$ cat src/rtl/gcc_pkg.sv
// rtl/gcc_pkg.sv - shared types and constants for the gravity-centre calculator feeder
package gcc_pkg;

  localparam int GCC_WINDOW = 6;

  localparam int ERR_SHORT = 0;
  localparam int ERR_TRUNC = 1;
  localparam int ERR_PROTO = 2;

  localparam int PT_CW = 8;
  localparam int PT_WW = 4;

  typedef struct packed {
    logic [PT_CW-1:0] x;
    logic [PT_CW-1:0] y;
    logic [PT_WW-1:0] w;
  } point_t;

  typedef enum logic [2:0] {
    LOAD    = 3'd0,
    DRAIN   = 3'd1,
    STREAM  = 3'd2,
    CAPTURE = 3'd3,
    RESULT  = 3'd4
  } state_e;

endpackage

$ cat src/rtl/gcc_point_buf.sv
// rtl/gcc_point_buf.sv - frame point store with one write port and a registered read port
module gcc_point_buf #(
  parameter int DEPTH = 16,
  parameter int DW    = 20
) (
  input  logic                     clk,
  input  logic                     rst,
  input  logic                     wr_en,
  input  logic [$clog2(DEPTH)-1:0] wr_addr,
  input  logic [DW-1:0]            wr_data,
  input  logic                     rd_en,
  input  logic [$clog2(DEPTH)-1:0] rd_addr,
  output logic [DW-1:0]            rd_data
);

  logic [DW-1:0] mem_q [DEPTH];
  logic [DW-1:0] rd_data_q;
  logic [DW-1:0] rd_data_d;

  always_ff @(posedge clk) begin
    if (wr_en) begin
      mem_q[wr_addr] <= wr_data;
    end
  end

  // Read register holds its value when idle so the last streamed point stays on the bus.
  always_comb begin
    rd_data_d = rd_data_q;
    if (rd_en) begin
      rd_data_d = mem_q[rd_addr];
    end
  end

  always_ff @(posedge clk) begin
    if (rst) begin
      rd_data_q <= '0;
    end else begin
      rd_data_q <= rd_data_d;
    end
  end

  assign rd_data = rd_data_q;

endmodule

$ cat src/rtl/gcc_feeder.sv
// rtl/gcc_feeder.sv - buffers one frame of weighted points, streams it gap-free into gcc
// and returns the captured centre over a valid/ready result handshake.
module gcc_feeder
  import gcc_pkg::*;
#(
  parameter int DEPTH = 16,
  parameter int CW    = 8,
  parameter int WW    = 4
) (
  input  logic                   CLK,
  input  logic                   RESET,
  input  logic                   in_valid,
  output logic                   in_ready,
  input  logic [CW-1:0]          in_x,
  input  logic [CW-1:0]          in_y,
  input  logic [WW-1:0]          in_w,
  input  logic                   in_last,
  output logic                   gcc_rst_n,
  output logic [CW-1:0]          gcc_x,
  output logic [CW-1:0]          gcc_y,
  output logic [WW-1:0]          gcc_w,
  input  logic                   gcc_ready_n,
  input  logic [CW-1:0]          gcc_xc,
  input  logic [CW-1:0]          gcc_yc,
  output logic                   res_valid,
  input  logic                   res_ready,
  output logic [CW-1:0]          res_x,
  output logic [CW-1:0]          res_y,
  output logic [$clog2(DEPTH):0] res_count,
  output logic [2:0]             res_err
);

  localparam int AW = $clog2(DEPTH);
  localparam int NW = AW + 1;
  localparam int DW = 2 * CW + WW;

  state_e          state_q, state_d;
  logic [AW-1:0]   wr_ptr_q, wr_ptr_d;
  logic [NW-1:0]   n_q, n_d;
  logic [NW-1:0]   idx_q, idx_d;
  logic            trunc_q, trunc_d;
  logic            in_ready_q, in_ready_d;
  logic            gcc_rst_n_q, gcc_rst_n_d;
  logic            res_valid_q, res_valid_d;
  logic [CW-1:0]   res_x_q, res_x_d;
  logic [CW-1:0]   res_y_q, res_y_d;
  logic [NW-1:0]   res_count_q, res_count_d;
  logic [2:0]      res_err_q, res_err_d;

  logic            accept;
  logic            wr_en;
  logic            rd_en;
  logic [DW-1:0]   rd_data;

  assign accept = in_valid & in_ready_q;

  gcc_point_buf #(
    .DEPTH (DEPTH),
    .DW    (DW)
  ) u_buf (
    .clk     (CLK),
    .rst     (RESET),
    .wr_en   (wr_en),
    .wr_addr (wr_ptr_q),
    .wr_data ({in_x, in_y, in_w}),
    .rd_en   (rd_en),
    .rd_addr (idx_q[AW-1:0]),
    .rd_data (rd_data)
  );

  always_comb begin
    state_d     = state_q;
    wr_ptr_d    = wr_ptr_q;
    n_d         = n_q;
    idx_d       = idx_q;
    trunc_d     = trunc_q;
    gcc_rst_n_d = 1'b0;
    res_valid_d = res_valid_q;
    res_x_d     = res_x_q;
    res_y_d     = res_y_q;
    res_count_d = res_count_q;
    res_err_d   = res_err_q;
    wr_en       = 1'b0;
    rd_en       = 1'b0;

    case (state_q)
      LOAD: begin
        if (accept) begin
          wr_en    = 1'b1;
          wr_ptr_d = wr_ptr_q + AW'(1);
          if (in_last) begin
            n_d     = NW'(wr_ptr_q) + NW'(1);
            idx_d   = '0;
            state_d = STREAM;
          end else if (wr_ptr_q == AW'(DEPTH - 1)) begin
            n_d     = NW'(DEPTH);
            trunc_d = 1'b1;
            state_d = DRAIN;
          end
        end
      end
      DRAIN: begin
        if (accept && in_last) begin
          idx_d   = '0;
          state_d = STREAM;
        end
      end
      STREAM: begin
        // idx == n is the hold cycle: calculator samples the last point while reset is re-armed.
        if (idx_q < n_q) begin
          rd_en       = 1'b1;
          gcc_rst_n_d = 1'b1;
          idx_d       = idx_q + NW'(1);
        end else begin
          state_d = CAPTURE;
        end
      end
      CAPTURE: begin
        res_x_d              = gcc_xc;
        res_y_d              = gcc_yc;
        res_count_d          = n_q;
        res_err_d            = '0;
        res_err_d[ERR_SHORT] = (n_q < NW'(GCC_WINDOW));
        res_err_d[ERR_TRUNC] = trunc_q;
        res_err_d[ERR_PROTO] = gcc_ready_n && (n_q >= NW'(GCC_WINDOW));
        res_valid_d          = 1'b1;
        state_d              = RESULT;
      end
      RESULT: begin
        if (res_ready) begin
          res_valid_d = 1'b0;
          wr_ptr_d    = '0;
          trunc_d     = 1'b0;
          state_d     = LOAD;
        end
      end
      default: begin
        state_d = LOAD;
      end
    endcase

    in_ready_d = (state_d == LOAD) || (state_d == DRAIN);
  end

  always_ff @(posedge CLK) begin
    if (RESET) begin
      state_q     <= LOAD;
      wr_ptr_q    <= '0;
      n_q         <= '0;
      idx_q       <= '0;
      trunc_q     <= 1'b0;
      in_ready_q  <= 1'b0;
      gcc_rst_n_q <= 1'b0;
      res_valid_q <= 1'b0;
      res_x_q     <= '0;
      res_y_q     <= '0;
      res_count_q <= '0;
      res_err_q   <= '0;
    end else begin
      state_q     <= state_d;
      wr_ptr_q    <= wr_ptr_d;
      n_q         <= n_d;
      idx_q       <= idx_d;
      trunc_q     <= trunc_d;
      in_ready_q  <= in_ready_d;
      gcc_rst_n_q <= gcc_rst_n_d;
      res_valid_q <= res_valid_d;
      res_x_q     <= res_x_d;
      res_y_q     <= res_y_d;
      res_count_q <= res_count_d;
      res_err_q   <= res_err_d;
    end
  end

  assign in_ready  = in_ready_q;
  assign gcc_rst_n = gcc_rst_n_q;
  assign gcc_x     = rd_data[DW-1 -: CW];
  assign gcc_y     = rd_data[WW +: CW];
  assign gcc_w     = rd_data[WW-1:0];
  assign res_valid = res_valid_q;
  assign res_x     = res_x_q;
  assign res_y     = res_y_q;
  assign res_count = res_count_q;
  assign res_err   = res_err_q;

endmodule

$ cat config.mk
export PLATFORM = sky130hd
export DESIGN_NAME = gcc_feeder
export DESIGN_NICKNAME = d
export VERILOG_FILES = /design/src/rtl/gcc_pkg.sv /design/src/rtl/gcc_point_buf.sv /design/src/rtl/gcc_feeder.sv
export SDC_FILE = /design/constraint.sdc
export NUM_CORES = 1
export LEC_CHECK = 0
export CAP_MARGIN = 40
export CORE_MARGIN = 1
export CORE_UTILIZATION = 45
export DETAILED_ROUTE_END_ITERATION = 10
export PLACE_DENSITY = 0.75
export SLEW_MARGIN = 20
export SYNTH_ARGS = -nofsm -noshare
export SYNTH_HDL_FRONTEND = slang
export SYNTH_SLANG_ARGS = --single-unit
$ cat constraint.sdc
create_clock -name CLK -period 3.3 [get_ports CLK]
set_input_delay 0.33 -clock CLK [delete_from_list [all_inputs] [get_ports CLK]]
set_output_delay 0.33 -clock CLK [all_outputs]
set_load 0.05 [all_outputs]
; Yosys cells after proc, flatten, opt, wreduce, memory -nomap -nowiden
; Memories as Yosys holds them, arrays and structs flattened. A register that Yosys moved wholly into a read port is not among the register bits.
; Cells that the tools add are included.
[classes]
n_lt_le_gt_ge = 3
n_addsub = 3
n_reduce_logical = 14
eq_ne = 13
bitwise_logic = 1
n_mux = 29
[op_table]
columns = op, count
row1 = 5-bit 2-to-1 mux, 6
row2 = 3-bit 2-to-1 mux, 6
row3 = 3-bit one-hot mux with 5 select lines, 1
row4 = 5-bit one-hot mux with 3 select lines, 1
row5 = 2-bit inequality test (second input constant), 7
row6 = 1-bit 2-to-1 mux, 10
row7 = 5-bit AND reduction, 2
row8 = 4-bit 2-to-1 mux, 2
row9 = 4-bit one-hot mux with 2 select lines, 1
row10 = 3-bit by 1-bit == test with 1-bit output (second input constant), 2
row11 = 3-bit by 2-bit == test with 1-bit output (second input constant), 2
row12 = 3-bit zero test, 2
row13 = 3-bit AND reduction, 2
row14 = 2-bit nonzero test, 3
row15 = 4-bit by 1-bit adder with 5-bit output (second input constant), 1
row16 = 5-bit by 1-bit adder with 5-bit output (second input constant), 1
row17 = 5-bit by 3-bit greater-or-equal comparator with 1-bit output (second input constant), 1
row18 = 5-bit by 3-bit < comparator with 1-bit output (second input constant), 1
row19 = 5-bit < comparator, 1
row20 = 4-bit by 1-bit adder with 4-bit output (second input constant), 1
row21 = 4-bit == test (second input constant), 1
row22 = 1-bit one-hot mux with 2 select lines, 2
row23 = 3-bit == test (second input constant), 1
row24 = 3-bit nonzero test, 1
row25 = other kinds (4), 5
[totals]
regBits = 45
mem_count = 1
wordCells = 76
input_bits = 42
ram_bits = 320
[mem_list]
columns = name, words, width, read_ports, rd_clocked_by_memory_dff, wr, line
row1 = u_buf.mem_q, 16, 20, 1, 1, 1, gcc_point_buf.sv:16  ; logic [DW-1:0] mem_q [DEPTH];

; Depth between registers and ports, before layout
; Gate-level depths: netlist (run 1).
[depth]
depth_word = 7
ltp_mapped = 8

; By module
; A second synthesis (run 1) with hierarchy kept.
[hier_totals]
hier_cells = 983
hier_area_um2 = 15033.2
[modules_own_cells]
columns = module, instances, seq_area_each_um2, cells_per_inst, area_each_um2
row1 = gcc_point_buf, 1, 10009.6, 751, 13120.1
row2 = gcc_feeder, 1, 900.9, 232, 1913.1

; Worst setup path before layout (run 1)
; No wires, ideal clock.
[synth_path]
path_type = register to register
start = register in_ready_q (netlist: in_ready)
end = memory u_buf.mem_q[3][0], enable pin
n_path_buf = 1
path_stages_with_launch = 6
slack_ns = 0.276
setup_time_ns = 0.422
arrival_ns = 2.602
synth_period_minus_slack_ns = 3.024
path_cell_list = dfxtp_1 -> nand2_1 -> nor2b_1 -> buf_2 -> nand2_1 -> nor3_1
[synth_between]
elab_chain_cells = 5
[synth_lines]
columns = item, line
row1 = "start, declared", gcc_feeder.sv:42  ; logic in_ready_q, in_ready_d;
row2 = "start signal, assigned", gcc_feeder.sv:165  ; in_ready_q <= in_ready_d;
row3 = 1-bit bitwise AND, gcc_feeder.sv:55  ; assign accept = in_valid & in_ready_q;
row4 = 1-bit 2-to-1 mux, gcc_feeder.sv:88  ; if (accept) begin
row5 = 1-bit 2-to-1 mux, gcc_feeder.sv:86  ; case (state_q)
row6 = 1-bit 2-to-1 mux, gcc_point_buf.sv:21  ; if (wr_en) begin
row7 = 1-bit 2-to-1 mux (not written as such), gcc_point_buf.sv:22  ; mem_q[wr_addr] <= wr_data;
row8 = "end, declared", gcc_point_buf.sv:16
; No other way between the ends.

; Worst setup path after layout (run 1)
[layout_path]
start = register idx_q[2]
end = register u_buf.rd_data_q[18] (netlist: u_buf.rd_data[18]), read port of u_buf.mem_q
[layout_between]
elab_chain_cells = 3
[layout_lines]
columns = item, line
row1 = "start, declared", gcc_feeder.sv:40  ; logic [NW-1:0] idx_q, idx_d;
row2 = "start signal, assigned", gcc_feeder.sv:163  ; idx_q <= idx_d;
row3 = 5-bit < comparator, gcc_feeder.sv:110  ; if (idx_q < n_q) begin
row4 = 1-bit 2-to-1 mux, gcc_feeder.sv:110
row5 = 1-bit 2-to-1 mux, --
row6 = "end, declared", gcc_point_buf.sv:17  ; logic [DW-1:0] rd_data_q;
; Several ways; a longest one is shown, not always the timed one.
; A chain may end at the register's enable or synchronous reset.

==> results.md, run 1 <==
* Cts repair resizes at 0
* Sum of net half-perimeters after detailed placement at ~17 mm
* Instance count of the mapped netlist at 806
* Worst path top cell family by delay: compound AO/OA/AOI/OAI gates
* DRC violations left at 0
* Final sum of negative setup slack at 0 ps
* Post-DR vias/cell at 5.550
* Final nets at 975
* PortBufs at 88
* Synthesized cell area at 14760 um2
* Kind of launch point of the worst setup path: flop
* Hold-fix buffer count after cts at 0
* Aggregate routed wire length at 30.40 mm
* Register-to-register setup slack at 780 ps
* Result of the run: complete, no violations
* Origin of the critical flop-to-flop path: idx_q[2]
* Most common cell after layout, fill and taps aside: edfxtp_1
* Initial detailed-routing violation count at between 700 and 800
* Max transition margin at 0.4532
* Number of enable-type register cells in the synthesized netlist at 320
* Yosys reg bits at 385
* Depth of the worst register-to-register path at 6
* Leading cell types in the layout, fill and taps excluded: edfxtp_1, clkdlybuf4s50_1, mux4_2, nand2_1, dfxtp_1
* Synthesized netlist net count at 857
* Top Ports at 89
* Weighted congestion at the end of routability-driven global placement at 0.7925
* RSZ-0062 raised after global routing: no
* Antenna violation net count after detailed routing at 0
* Power per cell area at just under 600 nW/um2
* Async set-reset flop share out of synthesis at 0
* Vias in the first global route at 7854
* Maximum VDD drop at 0.4987 mV
* Worst R2R End: u_buf.rd_data[18]
* Final global-route overflow total at 0
* Fin. Hold Viols at 0
* Largest clock skew in the final design at 19.59 ps
* Starting Density at 0.4629
* Critical Path, Cell by Cell: ha_1, a21o_1, a31oi_1, o31ai_4, buf_4, a221o_1
* Max H-tree Level at 2
* Worst-margin pin slew at 820.2 ps
* Min-delay worst type: input pin to flop
* Count of maximum capacitance violations at 0
* Average detailed-routed wire length per instance at 21.87 um
* Number of antenna repair diodes at 0
* Fin crit share at 0.7640
* Height of the die at 183.1 um
* Highest clock frequency the design can meet at between 300 and 400 MHz
* Hold Crit Depth at 3
* Proportion of synthesized chip area in sequential cells at 0.7394
* Root Buffer: clkbuf_16
* Worst path arrival time at between 2000 and 3000 ps
* DRT Pass-1 Iters at 5
* Worst setup path class: flop to flop
* Maximum count of clock buffers along a single path at 3
* Final standard cell utilization of the core at 0.5541
* Leakage at 0.005497 uW
* Wire length of the first global-routing pass at 46.70 mm
* Growth of design area from synthesis to finish at 19.71%
* Number of buffer and inverter stages on the critical path at 1
* Clock Pin Slew Worst Setup and Hold Paths at around 60 ps
* Worst-Skew Late Latency at 530 ps
* Maximum number of pins on one net before global-route repair at 85
* Yosys Warn Count at 0
* CTS tree: yes
* Critical-path top delay cell: dfxtp_4
* Maximum cell stage delay along the critical path at 570 ps
* Worst min-delay path endpoint: res_y[2]
* Dominant synthesized flop cell: edfxtp_1
* Floorplan die area at 33520 um2
* Total CTS buffers at 39
* CORE AREA at 31880 um2
* Fraction of final layout cells sized beyond drive strength 1 at 0.2335
* Post-synthesis area per instance at 18.31 um2
* Final Critical Period at 2521 ps
* CP Data Required Time at 3710 ps
* Slew Limit Fails at 0
* Initial antenna violation count at 0
* Yosys cell types at 44
* Highest net fanout along the worst path at 20
* Floorplan die width at 183.1 um
* Global router's overall resource usage at 0.1868
* Category of the worst setup path capture point: flop
* Count of buffers added by post-CTS timing repair for setup at 0
* Final setup vio count at 0
* Via Count at 7715
* Clock Sink Count at 385
* Site Rows at 65
* Worst Min Path Start: gcc_yc[2]
worst min-delay path: cells and delay by family:
kind	cells	cell delay [ps]
AO/OA/AOI/OAI	1	50
AND/OR/NAND/NOR	1	50
buffers and inverters	1	400
through the flow:
step | instance area (um2) | worst slack [ps] | hold WS, ps | std cells | power, uW
after floorplan | 14760 | 275.7 | 428.5 | 806 | 5763
after CTS | 17650 | 756.1 | 338.0 | 1389 | 10540
after detailed placement | 16320 | 783.4 | 446.5 | 1317 | 5986
after global routing | 17670 | 628.6 | 352.6 | 1390 | 10770
final | 17670 | 779.0 | 355.6 | 1390 | 10450
after global placement | 16300 | 806.4 | 441.0 | 1316 | 5975
flip-flops by register name (all words and copies together), names as in the netlist:
| signal | cells |
|---|---|
| gcc_rst_n | 1 |
| idx_q | 5 |
| in_ready | 1 |
| n_q | 5 |
| res_count | 5 |
| res_err | 3 |
| res_valid | 1 |
| res_x | 8 |
| res_y | 8 |
| state_q | 3 |
| trunc_q | 1 |
| u_buf.mem_q | 320 |
| u_buf.rd_data | 20 |
| wr_ptr_q | 4 |
per-layer routing:
metal  track usage  wire length, um
met2        0.3019            14660
met1        0.2594            12940
met5             0                0
met3       0.03793             2262
met4       0.05033              530
worst max path at each step:
| stage | start | to | cells past startpoint |
|---|---|---|---|
| 3_5_place_dp | idx_q[2] | u_buf.rd_data[18] | 6 |
| 2_1_floorplan | in_ready | u_buf.mem_q[3][0] | 5 |
| 6_report | idx_q[2] | u_buf.rd_data[18] | 6 |
| 5_1_grt | idx_q[2] | u_buf.rd_data[18] | 6 |
| 4_1_cts | idx_q[2] | u_buf.rd_data[18] | 6 |
| 3_3_place_gp | idx_q[2] | u_buf.rd_data[18] | 6 |
synth_stat cells (3+ instances only):
library cell,count,share of area
o21ai_1,20,0.0068
dfxtp_1,65,0.088
a31oi_1,3,0.0013
nand3_1,10,0.0034
a22oi_1,21,0.011
inv_1,12,0.0031
a21o_1,3,0.0015
mux2i_1,20,0.014
buf_2,13,0.0044
nand2_1,62,0.016
nor3_1,8,0.0027
o211ai_1,3,0.0015
a211oi_1,3,0.0015
edfxtp_1,320,0.65
nand2b_1,4,0.0017
clkbuf_1,23,0.0059
o21ai_0,6,0.0020
a21oi_1,34,0.012
o21a_1,3,0.0015
nor2_1,32,0.0081
ha_1,9,0.0076
mux4_2,80,0.12
mux2_2,20,0.015
buf_4,7,0.0036
kinds of logic after synthesis:
family,share of synthesized area
mux,0.1509
flops,0.7394
compound gates,0.04392
buf+inv,0.01992
simple gates,0.03765
xor+xnor,0.0005936
fa+ha+maj,0.007631
power breakdown:
group / leakage, uW / internal, uW / total [uW] / switching [uW]
Combinational: 0.00144 / 238 / 567 / 329
Sequential: 0.00341 / 5300 / 5320 / 21.3
Clock: 0.000648 / 2750 / 4570 / 1810
Total: 0.00550 / 8290 / 10400 / 2160
cell type report:
class,count,area (um2)
repair buffers,124,1204
inverters,12,45.04
fillers,2426,14210
multi-input cells,362,3620
clock inverters,28,329.1
flip-flops and latches,385,10920
clock buffers,44,1005
well taps,435,544.3
No activity file was read; power rests on OpenSTA's default activity.
==> run 2: changes to the inputs <==
Clock period 3.3 ns to 2.6 ns, I/O delays scaled along.
==> run 2 against run 1 <==
Net effect:
- power rose by 24%
- critical path depth rose by 2
- via count rose by 0.51%
- utilization rose by 0.46 points
- die area did not move
- critical endpoint unchanged
- largest cell class unchanged
==> results.md, run 2 (synthesis gave the netlist of run 1 again) <==
* Result of the run: complete, no violations
* Global router's overall resource usage at 0.1873
* CP Data Required Time at 3030 ps
* Leading cell types in the layout, fill and taps excluded: edfxtp_1, clkdlybuf4s50_1, mux4_2, nand2_1, dfxtp_1
* Average detailed-routed wire length per instance at 21.90 um
* Antenna violation net count after detailed routing at 0
* Total CTS buffers at 39
* Number of filler cells placed in the layout at 2410
* Height of the die at 183.1 um
* Cts repair resizes at 0
* Site Rows at between 60 and 70
* Sequential share of power at 0.522
* Total net switching power at 2789 uW
* Fin. Hold Viols at 0
* DRT Pass-1 Iters at 5
* Aggregate routed wire length at 30.47 mm
* Maximum number of pins on one net before global-route repair at 63
* Growth of design area from synthesis to finish at 20.71%
* Via Count at between 7000 and 8000
* Highest net fanout along the worst path at 11
* Number of antenna repair diodes at 0
* Number of flip-flops in the largest register at between 300 and 400
* Maximum VDD drop at 0.6159 mV
* Clock Sink Count at 385
* Kind of launch point of the worst setup path: flop
* Setup WS pre-CTS at 368.7 ps
* Min-delay worst type: input pin to flop
* Initial detailed-routing violation count at between 600 and 700
* Met2 routed wirelength at 14.31 mm
* Largest Register: u_buf.mem_q
* Highest metal layer used by the detailed router: met4
* Floorplan die width at 183.1 um
* CORE AREA at 31880 um2
* CTS tree: yes
* Internal Power at 10190 uW
* Final nets at 977
* Final setup vio count at 0
* Final global-route overflow total at 0
* Floorplan die area at roughly 34000 um2
* Final Critical Period at 2191 ps
* Power per cell area at 728.4 nW/um2
* Hold Crit Depth at 3
* Critical-path top delay cell: o21ai_2
* Worst setup path class: flop to flop
* Fin crit share at 0.8425
* Largest clock skew in the final design at 32.76 ps
* Critical Path, Cell by Cell: inv_1, ha_1, a21o_1, a31oi_1, buf_4, o21ai_2, nor2_1, a221o_1
* Switching Share at 0.2149
* Slack of the critical path at 409.5 ps
* Maximum count of clock buffers along a single path at 3
* Sequential cell area in the final layout at 10920 um2
* Fraction of final layout cells sized beyond drive strength 1 at 0.2301
* Count of maximum capacitance violations at 0
* Max H-tree Level at 2
* DRC violations left at 0
* Initial antenna violation count at 1
* Area used by multi-input combinational logic at 3645 um2
* Worst-Skew Late Latency at 550 ps
* Share of power burned in combinational logic at 0.058
* Post-DR vias/cell at ~5.6
* Hold-fix buffer count after cts at 0
* Maximum cell stage delay along the critical path at 570 ps
* Slew Limit Fails at 0
* Fraction of power consumed by the clock network at 0.420
* PortBufs at 88
* Sum of met3 wire segment lengths after detailed routing at 2.183 mm
* Root Buffer: clkbuf_16
* Worst path arrival time at ~2600 ps
* Wire length of the first global-routing pass at 47.02 mm
* Count of buffers added by post-CTS timing repair for setup at 0
* Sum of net half-perimeters after detailed placement at 18.52 mm
* Leakage at 0.005482 uW
* Depth of the worst register-to-register path at 8
* Starting Density at 0.4629
* RSZ-0062 raised after global routing: no
* Worst-margin pin slew at 723.5 ps
* Final sum of negative setup slack at 0 ps
* Category of the worst setup path capture point: flop
* Clock Pin Slew Worst Setup and Hold Paths at ~60 ps
* Weighted congestion at the end of routability-driven global placement at 0.7655
* Vias in the first global route at between 7000 and 8000
* Top Ports at 89
* Max transition margin at 0.5162
* WL met1 at approximately 14 mm
* Most common cell after layout, fill and taps aside: edfxtp_1
* Highest clock frequency the design can meet at 456.5 MHz
==> run 2: per-stage QoR <==
step	std cells	util	hold WS (ps)	total power, uW	area [um2]
2_1_floorplan	806	-	358.9	7315	14780
3_3_place_gp	1318	0.5181	442.3	7636	16520
3_5_place_dp	1319	0.5186	446.1	7653	16530
4_1_cts	1390	0.5583	250.8	13090	17800
5_1_grt	1391	0.5588	268.6	13380	17810
6_report	1391	0.5588	265.3	12980	17810
==> run 2: area by class of cell <==
type,count,share of cell area
clock buffer,57,0.06083
multi-input combinational,362,0.2046
tap,435,0.03055
clock inverter,14,0.01025
inverter,12,0.002529
timing repair buffer,126,0.07825
sequential,385,0.6130
==> run 2: critical path: cells and delay by family (launching register included) <==
kind / cells / cell delay (ps)
AO/OA/AOI/OAI: 4 / 1000
AND/OR/NAND/NOR: 1 / 190
adder cells (fa/ha/maj): 1 / 300
buffers and inverters: 2 / 230
flip-flops: 1 / 350
==> run 2: metal layers <==
metal	track usage	up-vias
met1	0.2735	3981
met3	0.03197	39
met2	0.2954	289
li1	-	3445
met5	0	-
met4	0.04467	0
==> run 2: final timing paths <==
path	start	to	slack, ps
hold reg to reg	res_x[4]	res_x[4]	450
hold / removal	gcc_xc[0]	res_x[0]	270
setup reg to reg	n_q[2]	u_buf.rd_data[18]	410
setup / recovery	n_q[2]	u_buf.rd_data[18]	410
==> run 2: power by group through the flow <==
stage / registers, uW / logic [uW] / clock network, uW
after floorplan: 6900 / 414 / 0
after global placement: 6900 / 738 / 0
after detailed placement: 6900 / 751 / 0
after CTS: 6770 / 759 / 5570
after global routing: 6770 / 800 / 5810
final: 6770 / 755 / 5450
